$ cat src/rtl/serial_shift_driver.sv
// -----------------------------------------------------------------------------
// serial_shift_driver
//
// Shifts a captured parallel word out over CHANNELS serial lanes that share
// one shift clock (s_clk), one active-low clear (s_clrn) and one latch strobe
// (s_latch). This matches the usual chain of 74HC595-style shift/storage
// registers.
//
// A transfer runs as follows:
//   1. Capture pdata.
//   2. Run DATA_BITS low/high s_clk periods. Each half-period lasts CLK_DIV
//      clk cycles.
//   3. Pulse s_latch for CLK_DIV cycles.
//   4. Pulse done for one cycle.
//
// A clear request does not shift. It drives s_clrn low for CLK_DIV cycles,
// then latches the cleared contents, then pulses done.
//
// Every output comes straight from a flop. Each output flop is loaded from the
// next state, so the outputs line up with the state they describe without a
// combinational path from any input.
//
// Ports:
//   clk      system clock, rising edge
//   rst      asynchronous, active-high reset
//   start    level; starts a transfer, sampled only in IDLE
//   clear    level; starts a downstream clear, sampled only in IDLE, beats start
//   pdata    CHANNELS*DATA_BITS parallel data, channel k at [k*DATA_BITS +: DATA_BITS]
//   busy     high whenever not IDLE
//   done     one-cycle pulse at the end of a transfer or clear
//   s_clk    serial shift clock
//   s_clrn   active-low downstream clear (low while in reset)
//   s_latch  storage-register latch strobe
//   sout     one serial data bit per channel
// -----------------------------------------------------------------------------
module serial_shift_driver #(
  parameter int DATA_BITS = 32,
  parameter int CHANNELS  = 1,
  parameter int CLK_DIV   = 2,
  parameter int MSB_FIRST = 1
) (
  input  logic                          clk,
  input  logic                          rst,
  input  logic                          start,
  input  logic                          clear,
  input  logic [CHANNELS*DATA_BITS-1:0] pdata,
  output logic                          busy,
  output logic                          done,
  output logic                          s_clk,
  output logic                          s_clrn,
  output logic                          s_latch,
  output logic [CHANNELS-1:0]           sout
);

  localparam int                 W        = CHANNELS * DATA_BITS;
  localparam int                 BIT_W    = $clog2(DATA_BITS + 1);
  localparam logic [7:0]         DIV_LAST = 8'(CLK_DIV - 1);
  localparam logic [BIT_W-1:0]   BIT_LAST = BIT_W'(DATA_BITS - 1);

  typedef enum logic [2:0] {
    IDLE,
    SHIFT_LO,
    SHIFT_HI,
    CLEAR,
    LATCH,
    DONE
  } state_e;

  state_e              state_q, state_d;
  logic [7:0]          div_cnt_q, div_cnt_d;
  logic [BIT_W-1:0]    bit_cnt_q, bit_cnt_d;
  logic [W-1:0]        shreg_q, shreg_d;
  logic [W-1:0]        shreg_adv;
  logic [CHANNELS-1:0] cur_bits;
  logic                phase_end;

  logic                busy_q, busy_d;
  logic                done_q, done_d;
  logic                s_clk_q, s_clk_d;
  logic                s_clrn_q, s_clrn_d;
  logic                s_latch_q, s_latch_d;
  logic [CHANNELS-1:0] sout_q, sout_d;

  assign phase_end = (div_cnt_q == DIV_LAST);

  // The shift register after one advance. The vacated end of each channel
  // fills with zero, so the register ends up empty after a full transfer.
  always_comb begin
    shreg_adv = '0;
    for (int k = 0; k < CHANNELS; k++) begin
      if (MSB_FIRST != 0) begin
        shreg_adv[k*DATA_BITS +: DATA_BITS] = {shreg_q[k*DATA_BITS +: DATA_BITS-1], 1'b0};
      end else begin
        shreg_adv[k*DATA_BITS +: DATA_BITS] = {1'b0, shreg_q[k*DATA_BITS+1 +: DATA_BITS-1]};
      end
    end
  end

  // The bit each channel presents next. It is taken from the next-state
  // shift register, so the value captured or advanced at this edge appears
  // on sout in the same cycle that SHIFT_LO begins.
  always_comb begin
    cur_bits = '0;
    for (int k = 0; k < CHANNELS; k++) begin
      if (MSB_FIRST != 0) begin
        cur_bits[k] = shreg_d[k*DATA_BITS + DATA_BITS-1];
      end else begin
        cur_bits[k] = shreg_d[k*DATA_BITS];
      end
    end
  end

  // Next-state logic. Every timed state leaves when the half-period counter
  // reaches CLK_DIV-1. Leaving a state rewinds that counter to zero.
  always_comb begin
    // NOTE: every signal gets a default before the case. A path that forgets
    // to assign one then keeps its old value explicitly instead of inferring
    // a latch.
    state_d   = state_q;
    div_cnt_d = div_cnt_q;
    bit_cnt_d = bit_cnt_q;
    shreg_d   = shreg_q;

    unique case (state_q)
      IDLE: begin
        div_cnt_d = '0;
        if (clear) begin
          state_d = CLEAR;
        end else if (start) begin
          state_d   = SHIFT_LO;
          shreg_d   = pdata;
          bit_cnt_d = '0;
        end
      end

      SHIFT_LO: begin
        if (phase_end) begin
          div_cnt_d = '0;
          state_d   = SHIFT_HI;
        end else begin
          div_cnt_d = div_cnt_q + 8'd1;
        end
      end

      SHIFT_HI: begin
        if (phase_end) begin
          div_cnt_d = '0;
          shreg_d   = shreg_adv;
          bit_cnt_d = bit_cnt_q + BIT_W'(1);
          // This is the last high phase when the old count is DATA_BITS-1.
          state_d   = (bit_cnt_q == BIT_LAST) ? LATCH : SHIFT_LO;
        end else begin
          div_cnt_d = div_cnt_q + 8'd1;
        end
      end

      CLEAR: begin
        if (phase_end) begin
          div_cnt_d = '0;
          state_d   = LATCH;
        end else begin
          div_cnt_d = div_cnt_q + 8'd1;
        end
      end

      LATCH: begin
        if (phase_end) begin
          div_cnt_d = '0;
          state_d   = DONE;
        end else begin
          div_cnt_d = div_cnt_q + 8'd1;
        end
      end

      DONE: begin
        // start is not looked at here. A held start is accepted in the next
        // IDLE cycle, so every transfer is followed by at least one idle cycle.
        bit_cnt_d = '0;
        state_d   = IDLE;
      end

      default: state_d = IDLE;
    endcase
  end

  // Output flops, decoded from the state being entered.
  always_comb begin
    busy_d    = (state_d != IDLE);
    done_d    = (state_d == DONE);
    s_clk_d   = (state_d == SHIFT_HI);
    s_clrn_d  = (state_d != CLEAR);
    s_latch_d = (state_d == LATCH);
    sout_d    = '0;
    unique case (state_d)
      SHIFT_LO:        sout_d = cur_bits;
      SHIFT_HI, LATCH: sout_d = sout_q;   // hold across the rising s_clk edge
      default:         sout_d = '0;
    endcase
  end

  // s_clrn resets low, so the downstream registers clear while rst is held.
  // It comes back high on the first clk edge after release.
  always_ff @(posedge clk or posedge rst) begin
    if (rst) begin
      state_q   <= IDLE;
      div_cnt_q <= '0;
      bit_cnt_q <= '0;
      shreg_q   <= '0;
      busy_q    <= 1'b0;
      done_q    <= 1'b0;
      s_clk_q   <= 1'b0;
      s_clrn_q  <= 1'b0;
      s_latch_q <= 1'b0;
      sout_q    <= '0;
    end else begin
      // NOTE: non-blocking assignments make all flops sample their _d values
      // from the same edge, whatever order they are written in.
      state_q   <= state_d;
      div_cnt_q <= div_cnt_d;
      bit_cnt_q <= bit_cnt_d;
      shreg_q   <= shreg_d;
      busy_q    <= busy_d;
      done_q    <= done_d;
      s_clk_q   <= s_clk_d;
      s_clrn_q  <= s_clrn_d;
      s_latch_q <= s_latch_d;
      sout_q    <= sout_d;
    end
  end

  assign busy    = busy_q;
  assign done    = done_q;
  assign s_clk   = s_clk_q;
  assign s_clrn  = s_clrn_q;
  assign s_latch = s_latch_q;
  assign sout    = sout_q;

endmodule

$ cat config.mk
export PLATFORM = sky130hd
export DESIGN_NAME = serial_shift_driver
export DESIGN_NICKNAME = d
export VERILOG_FILES = /design/src/rtl/serial_shift_driver.sv
export SDC_FILE = /design/constraint.sdc
export NUM_CORES = 1
export LEC_CHECK = 0
export ABC_CLOCK_PERIOD_IN_PS = 4500
export BUFFER_PORTS_ARGS = -buffer_cell sky130_fd_sc_hd__buf_2
export CAP_MARGIN = 20
export CORE_UTILIZATION = 51
export DETAILED_ROUTE_END_ITERATION = 10
export GPL_TIMING_DRIVEN = 0
export PLACE_DENSITY = 0.82
export SLEW_MARGIN = 5
export SYNTH_ARGS = -nofsm -noshare
export SYNTH_HDL_FRONTEND = slang
export SYNTH_SLANG_ARGS = --single-unit
$ cat constraint.sdc
create_clock -name clk -period 4.5 [get_ports clk]
set_input_delay 0.675 -clock clk [delete_from_list [all_inputs] [get_ports clk]]
set_output_delay 0.675 -clock clk [all_outputs]
set_load 0.05 [all_outputs]
==> reports/qor.csv <==
stage;metric;value;unit
outcome;status;completed;
final_layout;# diodes;0;
power;Leak;1.53;nW
final_layout;final cell count without fillers;368;
synthesis;top post-synthesis cells by area;dfrtp_1 53%, a222oi_1 11%, inv_1 5.2%;
placed_design;Routability Congestion;0.891;
cts;Clock Latency Late Sink;0.31;ns
setup_path;CP top delay family;compound AO/OA/AOI/OAI gates;
setup_path;R2R Path Start;div_cnt_q[0];
power;Net Sw Power;0.000809;W
placed_design;dpl cells;360;
power;sw frac;40.4;%
floorplan;die width;73.6;µm
power;power per cell area;660;nW/µm²
synthesis;mean post-synth cell area;10.4;µm²
setup_path;arrival time worst endpoint;2.46;ns
cts;CTS sink cnt;55;
setup_path;Critical Path Max Stage Delay;0.60;ns
cts;clock buffer depth;2;
timing;Max Fclk;447;MHz
timing;minimum clock period;2.24;ns
floorplan;Die Area;5420;µm²
setup_path;Worst Path Required;4.72;ns
setup_path;Setup crit end kind;flop;
drt;wire per inst;15.1;µm
placed_design;hpwl dp;3.85;mm
synthesis;top_reg_cell synth;dfrtp_1;
synthesis;Yosys warnings;0;
grt;total global-route track usage;21.3;%
drt;routed wire length;5.57;mm
setup_path;FF-to-FF End;sout;
final_layout;area occupied by multi-input gates;1020;µm²
grt;largest net degree at the start of global routing;42;
timing;setup TNS;0;ns
floorplan;starting density of the core;54.3;%
setup_path;Crit path buffers/inverters;0;
cts;Root Buffer;clkbuf_8;
drt;Via Count;2159;
cts;H-Tree Depth;2;
final_layout;# nets final;339;
setup_path;R2R depth;5;
timing;skew final;0.0156;ns
timing;final worst-path cycle share;49.7;%
power;Internal Power;0.00120;W
synthesis;Synth area leader;dfrtp_1;
cts;clock-pin transition on the worst setup and hold timing paths;0.10;ns
synthesis;Post-Syn Nets;290;
final_layout;Reg area;1380;µm²
cts;Resize count post-CTS;0;
synthesis;ys async rst share;100;%
floorplan;I/O Pins;42;
cts;Num CTS Buffers;5;
power;combinational share of power;44.1;%
final_layout;layout cells sized above 1;23.9;%
drt;DRT antenna net count;0;
synthesis;post-synthesis cell count;251;
synthesis;EDFF count, synth;0;
drt;DR vias/cell;5.87;
setup_path;crit path max fanout;7;
timing;Rel. slew slack;58.5;%
placed_design;buffers added on ports;41;
worst_hold_path;Worst Hold Class;input port to async pin;
synthesis;#FFs+latches synth;55;
drt;first drt pass iteration count;6;
floorplan;Die H;73.6;µm
timing;RSZ-0062 raised after global routing;false;
final_layout;Layout area overhead;16.2;%
cts;Hold-fix buffers, CTS;0;
grt;vias in the first global route;1962;
setup_path;reg2reg setup slack;2.26;ns
synthesis;sequential share of the synthesized area;52.6;%
synthesis;synthesized cell area;2620;µm²
setup_path;Critical-path top delay cell;a211oi_1;
setup_path;crit path launch type;flop;
power;peak supply drop;0.344;mV
power;sequential power share;39.4;%
final_layout;Finished Core Util;63.1;%
synthesis;Synth cell types;49;
grt;first-pass GRT wire length;8.92;mm
synthesis;post-synth top area share;52.6;%
final_layout;most frequent cells in the layout;55 x dfrtp_1, 48 x buf_2, 35 x inv_1;
timing;Least-Margin Pin Slew;0.619;ns
cts;Post-CTS Setup Inserts;0;
run;Max-cap violations;0;
timing;Final Hold Fails;0;
cts;CTS tree;done;
floorplan;Site Rows;25;
drt;DRC errors left;0;
timing;final setup vio count;0;
final_layout;Layout fillers;440;
setup_path;critical-path cell list;ha_1 > nor3b_1 > nand2_1 > a211oi_1 > mux2i_1;
setup_path;WS Path Type;flop to flop;
timing;Slew Limit Fails;0;
drt;DR iter-0 viols;248;
floorplan;CORE AREA;4820;µm²
grt;initial antenna violation count;0;
grt;grt total ovfl;0;
power;power share of the clock group;16.5;%
final_layout;most common cell after layout, fill and taps aside;dfrtp_1;
==> layer usage <==
metal  wire (µm)  up-vias  global-route usage, %
li1            -     1021                      -
met1        2670     1059                   30.3
met2        2530       75                   32.7
met3         321        4                   4.25
met4          44        0                   6.84
met5           0        -                      0
==> final cells by class <==
class	instances	area share, %
Sequential cell	55	45.3
Multi-Input combinational cell	145	33.5
Timing Repair Buffer	42	7.41
Inverter	36	4.44
Buffer	15	2.88
Tap cell	67	2.76
Clock buffer	5	2.26
Clock inverter	3	1.52
==> worst reg2reg max path, stage by stage (launching register included) <==
cell and delay (ns):
dfrtp_1 0.48, ha_1 0.24, nor3b_1 0.32, nand2_1 0.26, a211oi_1 0.60, mux2i_1 0.27
==> stage by stage <==
step                      power (W)  hold WS, ns  instance area [µm²]  worst slack [ns]
after global placement      0.00163        0.468                 2910              1.86
after global routing        0.00214        0.325                 3040              2.16
after floorplan             0.00146        0.455                 2620              2.48
final                       0.00201        0.314                 3040              2.26
after detailed placement    0.00166        0.478                 2930              2.19
after CTS                   0.00200        0.317                 3040              2.32
==> state kept, by name (all words and copies together) (netlist names) <==
register and cells:
s_clk 1, state_q 3, div_cnt_q 8, shreg_q 32, sout 1, busy 1, bit_cnt_q 6, s_latch 1
done 1, s_clrn 1
==> worst max-delay path by stage <==
stage	start	cells past startpoint	endpoint
5_1_grt	div_cnt_q[0]	7	shreg_q[4]
6_report	div_cnt_q[0]	5	sout
3_3_place_gp	rst	2	shreg_q[24]
3_5_place_dp	clear	7	shreg_q[19]
4_1_cts	div_cnt_q[0]	7	bit_cnt_q[2]
2_1_floorplan	rst	1	bit_cnt_q[0]
==> Yosys cell counts, types with 2 or more instances <==
library cell / number
o211ai_1: 4
xnor2_1: 3
buf_2: 7
nand2_1: 17
o21ai_0: 13
xor2_1: 3
nand3_1: 4
a21oi_1: 5
inv_1: 36
nor2_1: 16
a222oi_1: 30
and2_1: 2
nand4_1: 2
and3_1: 2
buf_6: 3
dfrtp_1: 55
ha_1: 3
nor3_1: 5
nor2b_1: 2
o31ai_1: 3
or2_2: 3
clkbuf_1: 5
nor4_1: 2
==> logic make-up after synthesis <==
kind of cell | synth area share (%)
AO/OA/AOI/OAI | 21.8
buffers and inverters | 8.51
flip-flops | 52.6
multiplexers | 0.813
XOR/XNOR | 2.01
adder cells (fa/ha/maj) | 1.43
AND/OR/NAND/NOR | 12.9
==> power by group through the flow <==
stage | combinational (W) | clock (W) | sequential, W
after floorplan | 0.000636 | 0 | 0.000825
after global placement | 0.000844 | 0 | 0.000789
after detailed placement | 0.000871 | 0 | 0.000792
after CTS | 0.000879 | 0.000338 | 0.000786
after global routing | 0.000975 | 0.000352 | 0.000809
final | 0.000885 | 0.000330 | 0.000790
Power figures use the tool's default switching activity.
